$ cat src/rtl/serial_add_pkg.sv
// Shared types and constants for the bit-serial adder controller.
// Holds the FSM state encoding and the default operand width.
package serial_add_pkg;

    localparam int DEFAULT_WIDTH = 8;

    typedef enum logic [1:0] {
        IDLE = 2'd0,
        RUN  = 2'd1,
        DONE = 2'd2
    } state_t;

endpackage

$ cat src/rtl/full_adder_cell.sv
// Purely combinational 1-bit full adder; the single arithmetic cell
// through which every bit of the serial addition passes.
module full_adder_cell (
    input  logic a,
    input  logic b,
    input  logic ci,
    output logic s,
    output logic co
);

    assign s  = a ^ b ^ ci;
    assign co = (a & b) | (ci & (a ^ b));

endmodule

$ cat src/rtl/serial_add_ctrl.sv
// Bit-serial adder: computes a+b+cin LSB first, one bit per clock, through one
// full_adder_cell. Defining SERIAL_ADD_OVF_EN adds the signed-overflow output ovf.
module serial_add_ctrl
    import serial_add_pkg::*;
#(
    parameter int WIDTH = DEFAULT_WIDTH
) (
    input  logic             clk,
    input  logic             rst,
    input  logic             start,
    input  logic [WIDTH-1:0] a,
    input  logic [WIDTH-1:0] b,
    input  logic             cin,
    output logic             busy,
    output logic             done,
    output logic [WIDTH-1:0] sum,
`ifdef SERIAL_ADD_OVF_EN
    output logic             cout,
    output logic             ovf
`else
    output logic             cout
`endif
);

    localparam int CW = $clog2(WIDTH + 1);
    localparam logic [CW-1:0] LAST_BIT = CW'(WIDTH - 1);

    state_t           r_state;
    state_t           w_next;
    logic [WIDTH-1:0] r_a;
    logic [WIDTH-1:0] r_b;
    logic [WIDTH-1:0] r_sum;
    logic             r_carry;
    logic             r_cout;
    logic [CW-1:0]    r_cnt;
    logic             w_s;
    logic             w_co;
    logic             w_last;

    full_adder_cell u_cell (
        .a  (r_a[0]),
        .b  (r_b[0]),
        .ci (r_carry),
        .s  (w_s),
        .co (w_co)
    );

    // The MSB is being added on the edge where the counter reads WIDTH-1.
    assign w_last = (r_cnt == LAST_BIT);

    always_ff @(posedge clk) begin
        if (rst) begin
            r_state <= IDLE;
        end else begin
            r_state <= w_next;
        end
    end

    always_comb begin
        w_next = r_state;
        case (r_state)
            IDLE:    if (start) w_next = RUN;
            RUN:     if (w_last) w_next = DONE;
            DONE:    w_next = IDLE;
            default: w_next = IDLE;
        endcase
    end

    always_comb begin
        busy = 1'b0;
        done = 1'b0;
        case (r_state)
            RUN:  busy = 1'b1;
            DONE: begin
                busy = 1'b1;
                done = 1'b1;
            end
            default: begin
                busy = 1'b0;
                done = 1'b0;
            end
        endcase
    end

    // Result bits enter from the MSB side so the LSB lands in bit 0 after WIDTH shifts.
    always_ff @(posedge clk) begin
        if (rst) begin
            r_a     <= '0;
            r_b     <= '0;
            r_sum   <= '0;
            r_carry <= 1'b0;
            r_cout  <= 1'b0;
            r_cnt   <= '0;
        end else begin
            case (r_state)
                IDLE: begin
                    if (start) begin
                        r_a     <= a;
                        r_b     <= b;
                        r_carry <= cin;
                        r_cnt   <= '0;
                    end
                end
                RUN: begin
                    r_sum   <= {w_s, r_sum[WIDTH-1:1]};
                    r_a     <= r_a >> 1;
                    r_b     <= r_b >> 1;
                    r_carry <= w_co;
                    r_cnt   <= r_cnt + 1'b1;
                    if (w_last) begin
                        r_cout <= w_co;
                    end
                end
                default: begin
                end
            endcase
        end
    end

    assign sum  = r_sum;
    assign cout = r_cout;

`ifdef SERIAL_ADD_OVF_EN
    logic r_ovf;

    // Signed overflow: carry into the MSB differs from carry out of it.
    always_ff @(posedge clk) begin
        if (rst) begin
            r_ovf <= 1'b0;
        end else if (r_state == RUN && w_last) begin
            r_ovf <= r_carry ^ w_co;
        end
    end

    assign ovf = r_ovf;
`endif

endmodule

$ cat config.mk
export PLATFORM = sky130hd
export DESIGN_NAME = serial_add_ctrl
export DESIGN_NICKNAME = d
export VERILOG_FILES = /design/src/rtl/serial_add_pkg.sv /design/src/rtl/full_adder_cell.sv /design/src/rtl/serial_add_ctrl.sv
export SDC_FILE = /design/constraint.sdc
export NUM_CORES = 1
export LEC_CHECK = 0
export ABC_AREA = 1
export CELL_PAD_IN_SITES_DETAIL_PLACEMENT = 1
export CELL_PAD_IN_SITES_GLOBAL_PLACEMENT = 2
export CORE_ASPECT_RATIO = 1.75
export CORE_UTILIZATION = 24
export CTS_CLUSTER_SIZE = 10
export DETAILED_ROUTE_END_ITERATION = 12
export MAX_ROUTING_LAYER = met4
export PLACE_DENSITY = 0.8
export RECOVER_POWER = 100
export SYNTH_ARGS = -nofsm -noshare
export SYNTH_HDL_FRONTEND = slang
export SYNTH_HIERARCHICAL = 1
export SYNTH_SLANG_ARGS = --single-unit
$ cat constraint.sdc
create_clock -name clk -period 1.3 [get_ports clk]
set_input_delay 0.325 -clock clk [delete_from_list [all_inputs] [get_ports clk]]
set_output_delay 0.325 -clock clk [all_outputs]
set_load 0.02 [all_outputs]
---- Yosys cells after proc, flatten, opt, wreduce, memory -nomap -nowiden ----
Index checks and enable logic that the tools add are counted.
storage, ports and cells
  flip-flop bits (word level) ............. 32
  input port bits ......................... 20
  output and inout port bits .............. 11
  logic and storage cells ................. 37
operators by class
  add/sub/neg operators ................... 1
  eq/ne operators ......................... 5
  mux-type cells .......................... 13
  bitwise logic cells ..................... 5
  reduce and logical (&&, ||, !) cells .... 6
operators with widths
  kind                   number
  $pmux W8 S2            2
  $mux W8                2
  $pmux W4 S2            1
  $reduce_and A2 Y1      3
  $add A4 B1 Y4 const B  1
  $eq A4 B3 Y1 const B   1
  $mux W2                2
  $mux W4                1
  $ne A2 B2 Y1 const B   2
  $pmux W2 S2            1
  $mux W1                3
  $and A1 B1 Y1          2
  $eq A2 B1 Y1 const B   1
  $eq A2 B2 Y1 const B   1
  $logic_not A2 Y1       1
  $pmux W1 S2            1
  $reduce_bool A2 Y1     1
  $reduce_or A2 Y1       1
  $xor A1 B1 Y1          2
  $or A1 B1 Y1           1

---- Depth between registers and ports, before layout ----
  depth in word-level cells ............... 4
  mapped depth ............................ 10

---- Modules after synthesis ----
Netlist, hierarchy kept.
modules (own cells, without submodules)
  module           times used  cells an instance  area each (µm²)
  serial_add_ctrl  1           211                1465.2
  full_adder_cell  1           1                  20.0

---- Worst setup path after synthesis ----
No wires, ideal clock.
  kind .................................... reg-to-reg
  start ................................... register r_state[0]
  end ..................................... register r_a[1]
  setup time .............................. 0.116 ns
  data arrival time ....................... 1.097 ns
  required time ........................... 1.184 ns
  slack ................................... 0.087 ns
  cell stages (with the launch flop) ...... 10
  path buffers ............................ 1
  period minus slack after synthesis ...... 1.213 ns
  cell sequence ........................... dfxtp_1 -> inv_1 -> ha_1 -> inv_2 -> nand2_2 -> nand2_4 -> inv_4 -> buf_6 -> nor2_1 -> nor2_1
on the way
  cells in the longest elaborated chain, start to end .. 3
  elaborated cells on any way between the ends .. 6
  those cells by class .................... 2 x eq/ne; 1 x mux; 3 x reduce/logical
ends and longest elaborated chain
  what                                                          RTL line                RTL
  from (decl)                                                   serial_add_ctrl.sv:28   state_t r_state;
  from (signal assigned)                                        serial_add_ctrl.sv:55   r_state <= w_next;
  $eq A2 B1 Y1 or $logic_not A2 Y1 (tied branches)              serial_add_ctrl.sv:95   case (r_state)
  $reduce_bool A2 Y1 (no line) or $ne A2 B2 Y1 (tied branches)  n/a
  $reduce_and A2 Y1 (no line)                                   n/a
  to (signal assigned)                                          serial_add_ctrl.sv:106  r_a <= r_a >> 1;
  to (decl)                                                     serial_add_ctrl.sv:30   logic [WIDTH-1:0] r_a;
Several ways; a longest one is shown, not always the timed one.
A chain may end at the register's enable or synchronous reset.

---- Worst setup path in the final report ----
  start ................................... register r_state[0]
  end ..................................... output busy
on the way
  cells in the longest elaborated chain, start to end .. 3
  elaborated cells on any way between the ends .. 4
  those cells by class .................... 2 x eq/ne; 1 x mux; 1 x reduce/logical
ends and longest elaborated chain
  what                                          RTL line               RTL
  $eq A2 B1 Y1 or $eq A2 B2 Y1 (tied branches)  serial_add_ctrl.sv:72  case (r_state)
  $reduce_or A2 Y1 (no line) *                  n/a
  $mux W1 *                                     serial_add_ctrl.sv:72
  to (decl)                                     serial_add_ctrl.sv:14  output logic busy,
Mark *: on every way between the ends. The rest lies on a longest branch, timed or not.

==> flow_metrics.tcl <==
set metrics [dict create \
    outcome "finished with violations" \
    violations "negative setup slack" \
    cp-start-kind "register" \
    critPathBufInv 2 \
    postCtsHoldBufs 0 \
    reg2reg_depth 7 \
    clkTransAtPathRegs_ns 0.07 \
    grt_usage 0.133 \
    setup_viol 2 \
    path_delay_family "flip-flops" \
    grt_pass1_wl_um 6440 \
    core-area_mm2 0.00593 \
    avgViaCountPerCell 4.38 \
    ios 31 \
    cts_buffer_depth 2 \
    drt-initial-drc-count 14 \
    grt_max_degree 20 \
    hold_viol 0 \
    n_fill_cell 777 \
    antenna_found_initial 0 \
    cts_tree "yes" \
    seqCellArea_um2 646 \
    grt_pass1_vias 1506 \
    power.density_mw_per_mm2 2280 \
    dieArea_mm2 0.00652 \
    cp_max_fo 3 \
    reg2reg_to "r_b[0]" \
    synth_seq_cells 32 \
    critPathCaptureType "output pin" \
    synth_area_per_cell_um2 7.01 \
    syn_area_mm2 0.00149 \
    place_congestion 0.693 \
    r2r-start "r_state[1]" \
    num-nets-final 279 \
    slew_viol_final 0 \
    clk_latency_ns 0.28 \
    post-route-cell-area_mm2 0.00212 \
    drc 0 \
    die_x_um 61.5 \
    start_util 0.251 \
    clockRootBuffer "clkbuf_8" \
    cp-startpoint "r_state[0]" \
    syn_inst 212 \
    irDropWorstVdd_uv 1420 \
    cts_buffers 5 \
    clkSinkCount 32 \
    layout_commonest_cell "nand2_1" \
    finalCriticalPeriod_ns 1.38 \
    grt-ovfl-total 0 \
    hold_class "reg -> reg" \
    routedWlPerCell_um 11.6 \
    die_y_um 106 \
    syn_to_final_growth_pct 43.0 \
    dpl.hpwl_um 2730 \
    layout_setup_ws_ns -0.0816 \
    dp_slack_ns -0.292 \
    synthesis.nets 237 \
    port-buffer-count 30 \
    antenna_left 0 \
    whs_endpoint "cout" \
    std_cell_rows 37 \
    vias 1460 \
    multiInputGateArea_um2 791 \
    min_delay_path_depth 2 \
    path_cells "inv_4 > ha_4 > buf_6" \
    antennaDiodeCount 0 \
    criticalPathCategory "reg -> out" \
    max_stage_delay_ns 0.37 \
    rrSetupSlack_ns 0.03 \
    drt-pass1-iter-count 3 \
    cts_max_level 2 \
    fin_skew_ns 0.00995 \
    max_cap_violations 0 \
    slowest_stage "dfxtp_4" \
    drive_above_1_share 0.196 \
    leakage_nw 0.936 \
    critPathRequiredTime_ns 0.98 \
    finalCritPeriodShare 1.06 \
    max_slew_margin 0.817 \
    yosysSeqAreaShare 0.431 \
    arrival_ns 1.06 \
    final_cell_mix "nand2_1 (60), nor2_1 (48), dfxtp_1 (30), clkdlybuf4s50_1 (19), o21ai_1 (11)" \
    max_freq_mhz 724 \
    synth_cell_type_count 19 \
    hold_start "cout" \
    place_area_mm2 0.00192 \
    rsz0062_at_grt "true" \
    synth_warnings 6 \
    worstMarginPinSlew_ns 0.275 \
    finalWirelength_um 3850 \
]
## sequential cells by signal (all words and copies together) (netlist names)
name,count
sum,8
r_a,8
r_carry,1
r_state,2
r_b,8
r_cnt,4
cout,1
## worst max path at each step
stage | to | slack (ns) | cells after the start
floorplan | r_a[1] | 0.09 | 9
global placement | busy | -0.26 | 3
detailed placement | busy | -0.29 | 3
CTS | busy | -0.10 | 3
global route | busy | -0.11 | 3
finish | busy | -0.08 | 3
## layer usage
metal | part of all wire | up-vias | wire length, um | GRT usage
met5 | 0 | - | 0 | -
li1 | - | 750 | - | -
met4 | 0.016 | 0 | 62 | 0.0476
met2 | 0.52 | 22 | 2010 | 0.228
met1 | 0.43 | 682 | 1650 | 0.144
met3 | 0.035 | 6 | 136 | 0.0292
## logic make-up after synthesis
| group | share of synthesized area |
|---|---|
| simple gates | 0.321 |
| fa+ha+maj | 0.0472 |
| flops | 0.431 |
| compound gates | 0.111 |
| buf+inv | 0.0893 |
## worst min-delay path: stages, from the launching register on
cell and delay [ns]:
dfxtp_1 0.32, inv_1 0.05, a21oi_1 0.05
## cell type report
class | count | area share
multi-input combinational | 159 | 0.372
sequential | 32 | 0.304
timing repair buffer | 45 | 0.196
tap | 78 | 0.0459
clock buffer | 7 | 0.0453
inverter | 11 | 0.0230
clock inverter | 1 | 0.0141
## through the flow
| step | setup TNS, ns | hold WS (ns) | std cells | utilization | power [W] |
|---|---|---|---|---|---|
| 6_report | -0.100 | 0.459 | 333 | 0.359 | 0.00484 |
| 5_1_grt | -0.984 | 0.486 | 333 | 0.359 | 0.00522 |
| 4_1_cts | -0.127 | 0.460 | 333 | 0.357 | 0.00485 |
| 3_5_place_dp | -4.19 | 0.442 | 323 | 0.323 | 0.00363 |
| 3_3_place_gp | -3.96 | 0.435 | 323 | 0.323 | 0.00358 |
| 2_1_floorplan | 0 | 0.394 | 212 | - | 0.00295 |
## where the power goes
part / internal (W) / leakage, nW / switching (W)
clock network: 0.000677 / 0.0645 / 0.000377
logic: 0.000911 / 0.607 / 0.00132
registers: 0.00132 / 0.264 / 0.000231
## synthesized netlist by cell type (all sizes together)
cell type | instances | area (um2)
a21oi | 9 | 45.0
nand4 | 1 | 6.26
ha | 4 | 50.1
buf | 9 | 85.1
nor2 | 49 | 184
fa | 1 | 20.0
inv | 11 | 43.8
clkbuf | 1 | 3.75
nand3 | 8 | 40.0
o21ai | 24 | 120
nand2 | 63 | 246
dfxtp | 32 | 641
## repair_timing
item                       4_1_cts  5_1_grt
cloned                           0        0
resized for setup               45       38
setup endpoints to repair       35       25
pin swaps                        1        6
buffers inserted                 2        0
Note: power is estimated with default switching activity, not from simulation.
